### src/rtl/pc_fetch_sequencer.sv
// ============================================================================
// pc_fetch_sequencer
// ----------------------------------------------------------------------------
// This block owns the program counter and sequences instruction fetches for
// the MIPS core. It issues req/ack fetches to instruction memory and picks the
// next PC from several sources: sequential (pc+4), branch, jump, and an
// optional exception vector. It honours stalls and hands each fetched word to
// decode together with its PC.
//
// Optional feature macro: PCSEQ_EXC_EN
//   When this macro is defined, the block gains an `exc` input and an `epc`
//   output. An exception redirect has priority over jump and branch.
//
// Parameters
//   RESET_PC    PC value loaded on reset.
//   TIMEOUT     Maximum number of FETCH cycles without imem_ack before
//               fetch_err is raised. A value of 0 disables the timeout.
//   EXC_VECTOR  Exception target address (used only with PCSEQ_EXC_EN).
//
// Ports
//   clk          in   1   clock, rising edge
//   rst          in   1   asynchronous active-low reset
//   run          in   1   enable fetching; 0 parks in IDLE after current fetch
//   stall        in   1   no new fetch issued while high
//   br_taken     in   1   branch redirect pulse
//   br_offset    in   32  signed byte offset (already shifted by 2)
//   jump         in   1   jump redirect pulse
//   jump_target  in   32  absolute jump byte address
//   imem_req     out  1   fetch request
//   imem_addr    out  32  fetch address (equals pc)
//   imem_ack     in   1   fetch complete; imem_rdata valid this cycle
//   imem_rdata   in   32  fetched instruction word
//   instr_valid  out  1   one-cycle pulse: instr/instr_pc valid
//   instr        out  32  delivered instruction
//   instr_pc     out  32  PC of delivered instruction
//   pc           out  32  current PC register
//   fetch_err    out  1   sticky timeout flag, cleared only by reset
//   exc          in   1   exception pulse            (PCSEQ_EXC_EN only)
//   epc          out  32  instr_pc at exception time (PCSEQ_EXC_EN only)
// ============================================================================
module pc_fetch_sequencer #(
  parameter logic [31:0] RESET_PC   = 32'h0000_0000,
  parameter int unsigned TIMEOUT    = 16,
  parameter logic [31:0] EXC_VECTOR = 32'h0000_0080
) (
  input  logic        clk,
  input  logic        rst,
  input  logic        run,
  input  logic        stall,
  input  logic        br_taken,
  input  logic [31:0] br_offset,
  input  logic        jump,
  input  logic [31:0] jump_target,
  output logic        imem_req,
  output logic [31:0] imem_addr,
  input  logic        imem_ack,
  input  logic [31:0] imem_rdata,
  output logic        instr_valid,
  output logic [31:0] instr,
  output logic [31:0] instr_pc,
  output logic [31:0] pc,
  output logic        fetch_err
`ifdef PCSEQ_EXC_EN
  ,
  input  logic        exc,
  output logic [31:0] epc
`endif
);

  // The counter only has to reach TIMEOUT-1: the cycle that would have been
  // cycle number TIMEOUT is the one that raises the error.
  localparam int CNT_W = (TIMEOUT < 2) ? 1 : $clog2(TIMEOUT);
  localparam logic [CNT_W-1:0] TMO_LAST = CNT_W'(TIMEOUT - 1);

  typedef enum logic [1:0] {
    IDLE  = 2'd0,
    FETCH = 2'd1,
    HOLD  = 2'd2
  } state_t;

  state_t             state;
  state_t             state_nxt;
  logic               tmo_hit;
  logic [CNT_W-1:0]   tmo_cnt;
  logic               pend_vld;
  logic [31:0]        pend_tgt;

  logic               redir;
  logic [31:0]        redir_raw;
  logic [31:0]        redir_tgt;
  logic signed [31:0] br_off_s;
  logic signed [31:0] br_sum;

  // Branches are relative to the most recently delivered instruction.
  assign br_off_s = br_offset;
  assign br_sum   = signed'(instr_pc) + 32'sd4 + br_off_s;

`ifdef PCSEQ_EXC_EN
  assign redir = exc | jump | br_taken;

  always_comb begin
    if (exc)       redir_raw = EXC_VECTOR;
    else if (jump) redir_raw = jump_target;
    else           redir_raw = unsigned'(br_sum);
  end
`else
  logic unused_exc_vector;
  assign unused_exc_vector = ^EXC_VECTOR;

  assign redir = jump | br_taken;

  always_comb begin
    if (jump) redir_raw = jump_target;
    else      redir_raw = unsigned'(br_sum);
  end
`endif

  // Instruction addresses are word aligned; the low address bits are dropped.
  assign redir_tgt = redir_raw & 32'hFFFF_FFFC;

  assign imem_req  = (state == FETCH);
  assign imem_addr = pc;

  // ---- FSM state register ----
  always_ff @(posedge clk or negedge rst) begin
    if (!rst) state <= IDLE;
    else      state <= state_nxt;
  end

  // ---- FSM next-state ----
  // While a request is outstanding, stall is ignored. It is only consulted
  // at the moment the ack arrives.
  always_comb begin
    state_nxt = state;
    tmo_hit   = 1'b0;
    case (state)
      IDLE: begin
        if (run && !fetch_err) state_nxt = stall ? HOLD : FETCH;
      end
      FETCH: begin
        if (imem_ack) begin
          if (!run)       state_nxt = IDLE;
          else if (stall) state_nxt = HOLD;
          else            state_nxt = FETCH;
        end else if ((TIMEOUT != 0) && (tmo_cnt == TMO_LAST)) begin
          tmo_hit   = 1'b1;
          state_nxt = IDLE;
        end
      end
      HOLD: begin
        if (!stall) state_nxt = run ? FETCH : IDLE;
      end
      default: state_nxt = IDLE;
    endcase
  end

  // ---- PC, pending redirect, timeout and delivery registers ----
  always_ff @(posedge clk or negedge rst) begin
    if (!rst) begin
      pc          <= RESET_PC;
      instr_valid <= 1'b0;
      instr       <= 32'h0;
      instr_pc    <= 32'h0;
      fetch_err   <= 1'b0;
      pend_vld    <= 1'b0;
      pend_tgt    <= 32'h0;
      tmo_cnt     <= '0;
    end else begin
      instr_valid <= 1'b0;
      case (state)
        FETCH: begin
          if (imem_ack) begin
            tmo_cnt  <= '0;
            pend_vld <= 1'b0;
            // A redirect in the same cycle as the ack, or one still pending,
            // makes the returned word stale, so it is dropped.
            if (redir) begin
              pc <= redir_tgt;
            end else if (pend_vld) begin
              pc <= pend_tgt;
            end else begin
              instr_valid <= 1'b1;
              instr       <= imem_rdata;
              instr_pc    <= pc;
              pc          <= pc + 32'd4;
            end
          end else if (tmo_hit) begin
            // Abandon the fetch and keep pc so the faulting address stays visible.
            fetch_err <= 1'b1;
            tmo_cnt   <= '0;
            pend_vld  <= 1'b0;
          end else begin
            tmo_cnt <= tmo_cnt + 1'b1;
            // The address must not change under an outstanding request, so
            // the redirect is held until the ack. A newer redirect wins.
            if (redir) begin
              pend_vld <= 1'b1;
              pend_tgt <= redir_tgt;
            end
          end
        end
        default: begin
          tmo_cnt <= '0;
          if (redir) pc <= redir_tgt;
        end
      endcase
    end
  end

`ifdef PCSEQ_EXC_EN
  always_ff @(posedge clk or negedge rst) begin
    if (!rst)     epc <= 32'h0;
    else if (exc) epc <= instr_pc;
  end
`endif

endmodule
### config.mk
export PLATFORM = sky130hd
export DESIGN_NAME = pc_fetch_sequencer
export DESIGN_NICKNAME = d
export VERILOG_FILES = /design/src/rtl/pc_fetch_sequencer.sv
export SDC_FILE = /design/constraint.sdc
export NUM_CORES = 1
export LEC_CHECK = 0
export BUFFER_PORTS_ARGS = -buffer_cell sky130_fd_sc_hd__buf_2
export CORE_ASPECT_RATIO = 1.75
export CORE_MARGIN = 2
export CORE_UTILIZATION = 25
export DETAILED_ROUTE_END_ITERATION = 12
export PLACE_DENSITY = 0.45
export RECOVER_POWER = 25
export SLEW_MARGIN = 20
export SYNTH_ARGS = -nofsm -noshare
export SYNTH_HDL_FRONTEND = slang
export SYNTH_SLANG_ARGS = --single-unit
### constraint.sdc
create_clock -name clk -period 3.6 [get_ports clk]
set_input_delay 0.54 -clock clk [delete_from_list [all_inputs] [get_ports clk]]
set_output_delay 0.54 -clock clk [all_outputs]
set_load 0.005 [all_outputs]
After elaboration in Yosys (flattened, before gate mapping) --
Index checks and enable logic that the tools add are counted.
Storage, ports and cells: register bits 135, input bits 103, output and inout bits 131, word-level logic and storage cells 63
Operators by class: $add $sub $neg 4, equal/unequal tests 7, multiplexer cells 27, bitwise gates (word level) 5, reduce and logical (&&, ||, !) cells 11
Operators by type and width (count):
- 32-bit 2-to-1 mux | 6
- 32-bit by 3-bit adder with 32-bit output, second input constant | 1
- 32-bit adder | 1
- 32-bit by 4-bit adder with 32-bit output, second input constant | 1
- 2-bit 2-to-1 mux | 6
- 4-bit 2-to-1 mux | 3
- 1-bit 2-to-1 mux | 11
- 4-bit AND reduction | 2
- 2-bit case mux with 3 select lines | 1
- 3-bit AND reduction | 2
- 4-bit by 1-bit adder with 4-bit output, second input constant | 1
- 4-bit equality test, second input constant | 1
- 2-bit != test, second input constant | 2
- 1-bit inverter | 4
- 2-bit AND reduction | 2
- 3-bit by 1-bit != test with 1-bit output, second input constant | 1
- 3-bit nonzero test | 1
- 2-bit by 1-bit equality test with 1-bit output, second input constant | 1
- 2-bit equality test, second input constant | 1
- 2-bit zero test | 1
- 2-bit by 1-bit != test with 1-bit output, second input constant | 1
- 2-bit nonzero test | 1
- 1-bit logical AND | 1
- 1-bit zero test | 1
- 1-bit bitwise OR | 1

Longest topological paths before layout --
depth in word-level cells 7, gate-level depth with buffers 12, depth with buffers taken out 12

Least setup slack after synthesis --
OpenSTA, ideal clock, no wires.
kind in2reg, from input br_offset[6], to register pc[28] (netlist: imem_addr[28]), library setup time 130 ps, arrival 3059 ps, required time 3470 ps, slack 411 ps, cell stages on the path 10, buffers on the path 0, path through ha_1 > ha_1 > a21o_1 > a221oi_2 > nor3_1 > or3b_1 > a31oi_1 > mux2_2 > a22oi_1 > o21ai_0
Between the ends: word-level cells in the longest chain between the ends 5, elaborated cells between the ends (all ways) 6
Ends and longest elaborated chain:
- start: declaration | line 51 | input logic [31:0] br_offset,
- 32-bit adder * | line 96 | assign br_sum = signed'(instr_pc) + 32'sd4 + br_off_s;
- 32-bit 2-to-1 mux * | line 113 | if (jump) redir_raw = jump_target;
- 32-bit 2-to-1 mux | line 177 | if (redir) begin
- 32-bit 2-to-1 mux | line 172 | if (imem_ack) begin
- 32-bit 2-to-1 mux * | line 170 | case (state)
- end signal: assignment | line 178 | pc <= redir_tgt;
- end signal: assignment | line 180 | pc <= pend_tgt;
- end signal: assignment | line 185 | pc <= pc + 32'd4;
- end: declaration | line 61 | output logic [31:0] pc,
Mark *: on every way between the ends. The rest lies on a longest branch, timed or not. The select of a mux whose other input is x is not followed. A chain may end at the register's enable or synchronous reset.

Worst setup path in the final report --
from register instr_pc[4], to register pend_tgt[19]
Between the ends: word-level cells in the longest chain between the ends 3
Ends and longest elaborated chain:
- start: declaration | line 60 | output logic [31:0] instr_pc,
- start signal: assignment | line 184 | instr_pc <= pc;
- 32-bit by 4-bit adder with 32-bit output | line 96
- 32-bit adder | line 96
- 32-bit 2-to-1 mux | line 113
- end signal: assignment | line 198 | pend_tgt <= redir_tgt;
- end: declaration | line 86 | logic [31:0] pend_tgt;
Every way passes these cells.

==> impl_metrics.env <==
export IMPL_arrival_ns=3.57
export IMPL_clockBufferDepth=2
export IMPL_pwr_share_seq=0.415
export IMPL_initial_utilization=0.253
export IMPL_yosys_area_top_type="dfrtp_1"
export IMPL_grt_usage=0.171
export IMPL_finalCritPeriodShare=0.911
export IMPL_slowest_stage="o311ai_0"
export IMPL_final_layout_size_suffix_gt1_frac=0.318
export IMPL_wire_per_inst_um=18.8
export IMPL_p_switching_uw=1190
export IMPL_wl_mm=30.9
export IMPL_ir_worst_vdd_mv=0.341
export IMPL_synth_most_common_cell="dfrtp_1"
export IMPL_fin_area_mm2=0.0109
export IMPL_min_from="imem_rdata[14]"
export IMPL_rows=90
export IMPL_cts_sinks=131
export IMPL_status="finished with violations"
export IMPL_grt_overflow=0
export IMPL_cp_cell_sequence="ha_1, ha_1, buf_4, and4_1, a21oi_1, a21boi_0, o211ai_1, a21oi_1, nor2_1, o311ai_0, buf_4, o21ai_0"
export IMPL_post_drt_via_cell_ratio=4.83
export IMPL_grt_max_degree=64
export IMPL_power_leakage_uw=0.00548
export IMPL_power_density_mw_per_mm2=352
export IMPL_ys_seq_area_frac=0.377
export IMPL_rsz0062_at_grt="no"
export IMPL_fill_cells=3674
export IMPL_fin_util=0.318
export IMPL_setup_viol=0
export IMPL_crit_path_start="instr_pc[4]"
export IMPL_syn_avg_cell_area_um2=9.08
export IMPL_synthCells=958
export IMPL_hp_class="input port to register"
export IMPL_max_stage_delay_ns=0.52
export IMPL_combPwrFrac=0.136
export IMPL_yosys_top_cells_count="131 x dfrtp_1, 106 x nand2_1, 78 x o21ai_0"
export IMPL_clock_power_share=0.448
export IMPL_dpl_cell_area_mm2=0.0103
export IMPL_grt_pass1_vias=8149
export IMPL_maxCapViolCount=1
export IMPL_first_pass_iters=5
export IMPL_tns_ns=0
export IMPL_fin_crit_ns=3.28
export IMPL_antenna_found_initial=2
export IMPL_antenna_left=0
export IMPL_cts_tree="done"
export IMPL_ys_ff_latch=131
export IMPL_yosys_top_cells_area="dfrtp_1 38%, ha_1 8.6%, mux2_2 7.5%, nand2_1 4.6%, o21ai_0 4.5%"
export IMPL_post_cts_buffers=0
export IMPL_drt_iter0_drc=345
export IMPL_rr_startpoint="instr_pc[4]"
export IMPL_internal_power_uw=2650
export IMPL_worst_setup_path_start_kind="register"
export IMPL_hpwl_mm=23.6
export IMPL_syn_area_mm2=0.00870
export IMPL_numPortBuffers=223
export IMPL_fp_dieW_um=145
export IMPL_finalWeightedCongestion=0.845
export IMPL_max_freq_mhz=305
export IMPL_core_area_mm2=0.0343
export IMPL_drc_errors=0
export IMPL_violations="capacitance limit, slew limit"
export IMPL_cp_end_kind="register"
export IMPL_synth_top_area_share=0.377
export IMPL_cts_buffers=17
export IMPL_cp_max_fo=4
export IMPL_syn2layout_area_growth_pct=25.4
export IMPL_hold_ws_ns=0.325
export IMPL_root_buffer="clkbuf_16"
export IMPL_fin_skew_ns=0.00986
export IMPL_dr_total_vias=7950
export IMPL_yosysUniqueCellTypes=70
export IMPL_synth_async_reset_ratio=1.00
export IMPL_clk_latency_ns=0.44
export IMPL_cp_num_buf_inv=2
export IMPL_io_pins=234
export IMPL_crit_family="compound AO/OA/AOI/OAI gates"
export IMPL_yosysWarnings=0
export IMPL_clk_pin_slew_ns=0.07
export IMPL_grt_pass1_wl_mm=47.1
export IMPL_p_sw_frac=0.310
export IMPL_ys_flop_type="dfrtp_1"
export IMPL_ctsHtreeMaxLevel=4
export IMPL_hold_viol=0
export IMPL_nets=1335
export IMPL_path_class="register to register"
export IMPL_cp_data_required_time_ns=3.89
export IMPL_maxSlewViolCount=31
export IMPL_fp_dieArea_mm2=0.0364
export IMPL_synth_edf_count=0
export IMPL_dieHeight_um=251
export IMPL_tightest_slew_ns=2.01
export IMPL_max_slew_margin=-0.341
-- power by group through the flow --
| stage | Sequential [uW] | Clock, uW | Combinational, uW |
|---|---|---|---|
| 5_1_grt | 1600 | 1840 | 585 |
| 3_5_place_dp | 1630 | 0 | 534 |
| 6_report | 1590 | 1720 | 524 |
| 3_3_place_gp | 1630 | 0 | 534 |
| 4_1_cts | 1600 | 1790 | 537 |
| 2_1_floorplan | 1590 | 0 | 304 |
-- final cells by class --
type | instances | area, um2 | area share
Antenna cell | 1 | 2.50 | 0.000229
Inverter | 26 | 97.6 | 0.00894
Clock inverter | 15 | 139 | 0.0127
Timing Repair Buffer | 272 | 1500 | 0.137
Multi-Input combinational cell | 724 | 4900 | 0.449
Clock buffer | 17 | 425 | 0.0390
Tap cell | 460 | 576 | 0.0527
Sequential cell | 131 | 3280 | 0.300
-- worst paths after layout --
path / to / slack [ns] / depth (start not counted)
max: pend_tgt[19] / 0.32 / 12
min: instr[14] / 0.32 / 2
max reg2reg: pend_tgt[19] / 0.32 / 12
min reg2reg: tmo_cnt[0] / 0.47 / 1
max in group asynchronous: instr[7] / 0.94 / 3
min in group asynchronous: instr_pc[15] / 1.21 / 2
-- flip-flops by register name (all words and copies together) (netlist names) --
signal / count
instr: 32
instr_pc: 30
state: 2
pend_tgt: 30
fetch_err: 1
instr_valid: 1
tmo_cnt: 4
imem_addr: 30
pend_vld: 1
-- kinds of logic (layout without fill, tap and decap cells) --
kind of cell / after synthesis / in the layout / synth area share
AO/OA/AOI/OAI: 260 / 260 / 0.190
XOR/XNOR: 47 / 47 / 0.0473
adder cells (fa/ha/maj): 60 / 60 / 0.0863
buffers and inverters: 109 / 330 / 0.0638
flip-flops: 131 / 131 / 0.377
multiplexers: 63 / 63 / 0.0809
other: 1 / 8 / 0.000431
AND/OR/NAND/NOR: 287 / 287 / 0.154
-- layer usage --
metal | up-vias | share of wire | global-route usage
met1 | 3819 | 0.36 | 0.168
met3 | 62 | 0.035 | 0.0301
met2 | 218 | 0.55 | 0.332
met5 | - | 0.00023 | 0
li1 | 3849 | - | -
met4 | 2 | 0.051 | 0.0967
-- cell usage in the layout, fill, tap and decap left out, drive strengths merged, types with 8 or more instances in the layout --
master    n
nand2   106
xnor2    36
nand4    13
and2      8
buf     270
nand3    27
and3     16
o31ai     8
ha       60
nor3     24
inv      35
a211oi    8
clkbuf   18
o211ai    9
a21o     17
nor2     62
a31oi    10
o21ai    81
dfrtp   131
mux2     59
a21oi    66
xor2     11
-- stage by stage --
stage | instances | power, uW | setup slack (ns)
after floorplan | 964 | 1900 | 0.411
after global placement | 1612 | 2160 | 0.0808
after detailed placement | 1612 | 2160 | 0.0344
after CTS | 1645 | 3930 | 0.306
after global routing | 1646 | 4030 | 0.105
final | 1646 | 3840 | 0.319
-- repair_timing --
item | in CTS | in global routing
gates resized for setup | 0 | 0
hold buffers | 1 | 0
endpoints found under the setup margin | 0 | 0
endpoints found under the hold margin | 29 | 0
Note: power is estimated with default switching activity, not from simulation.
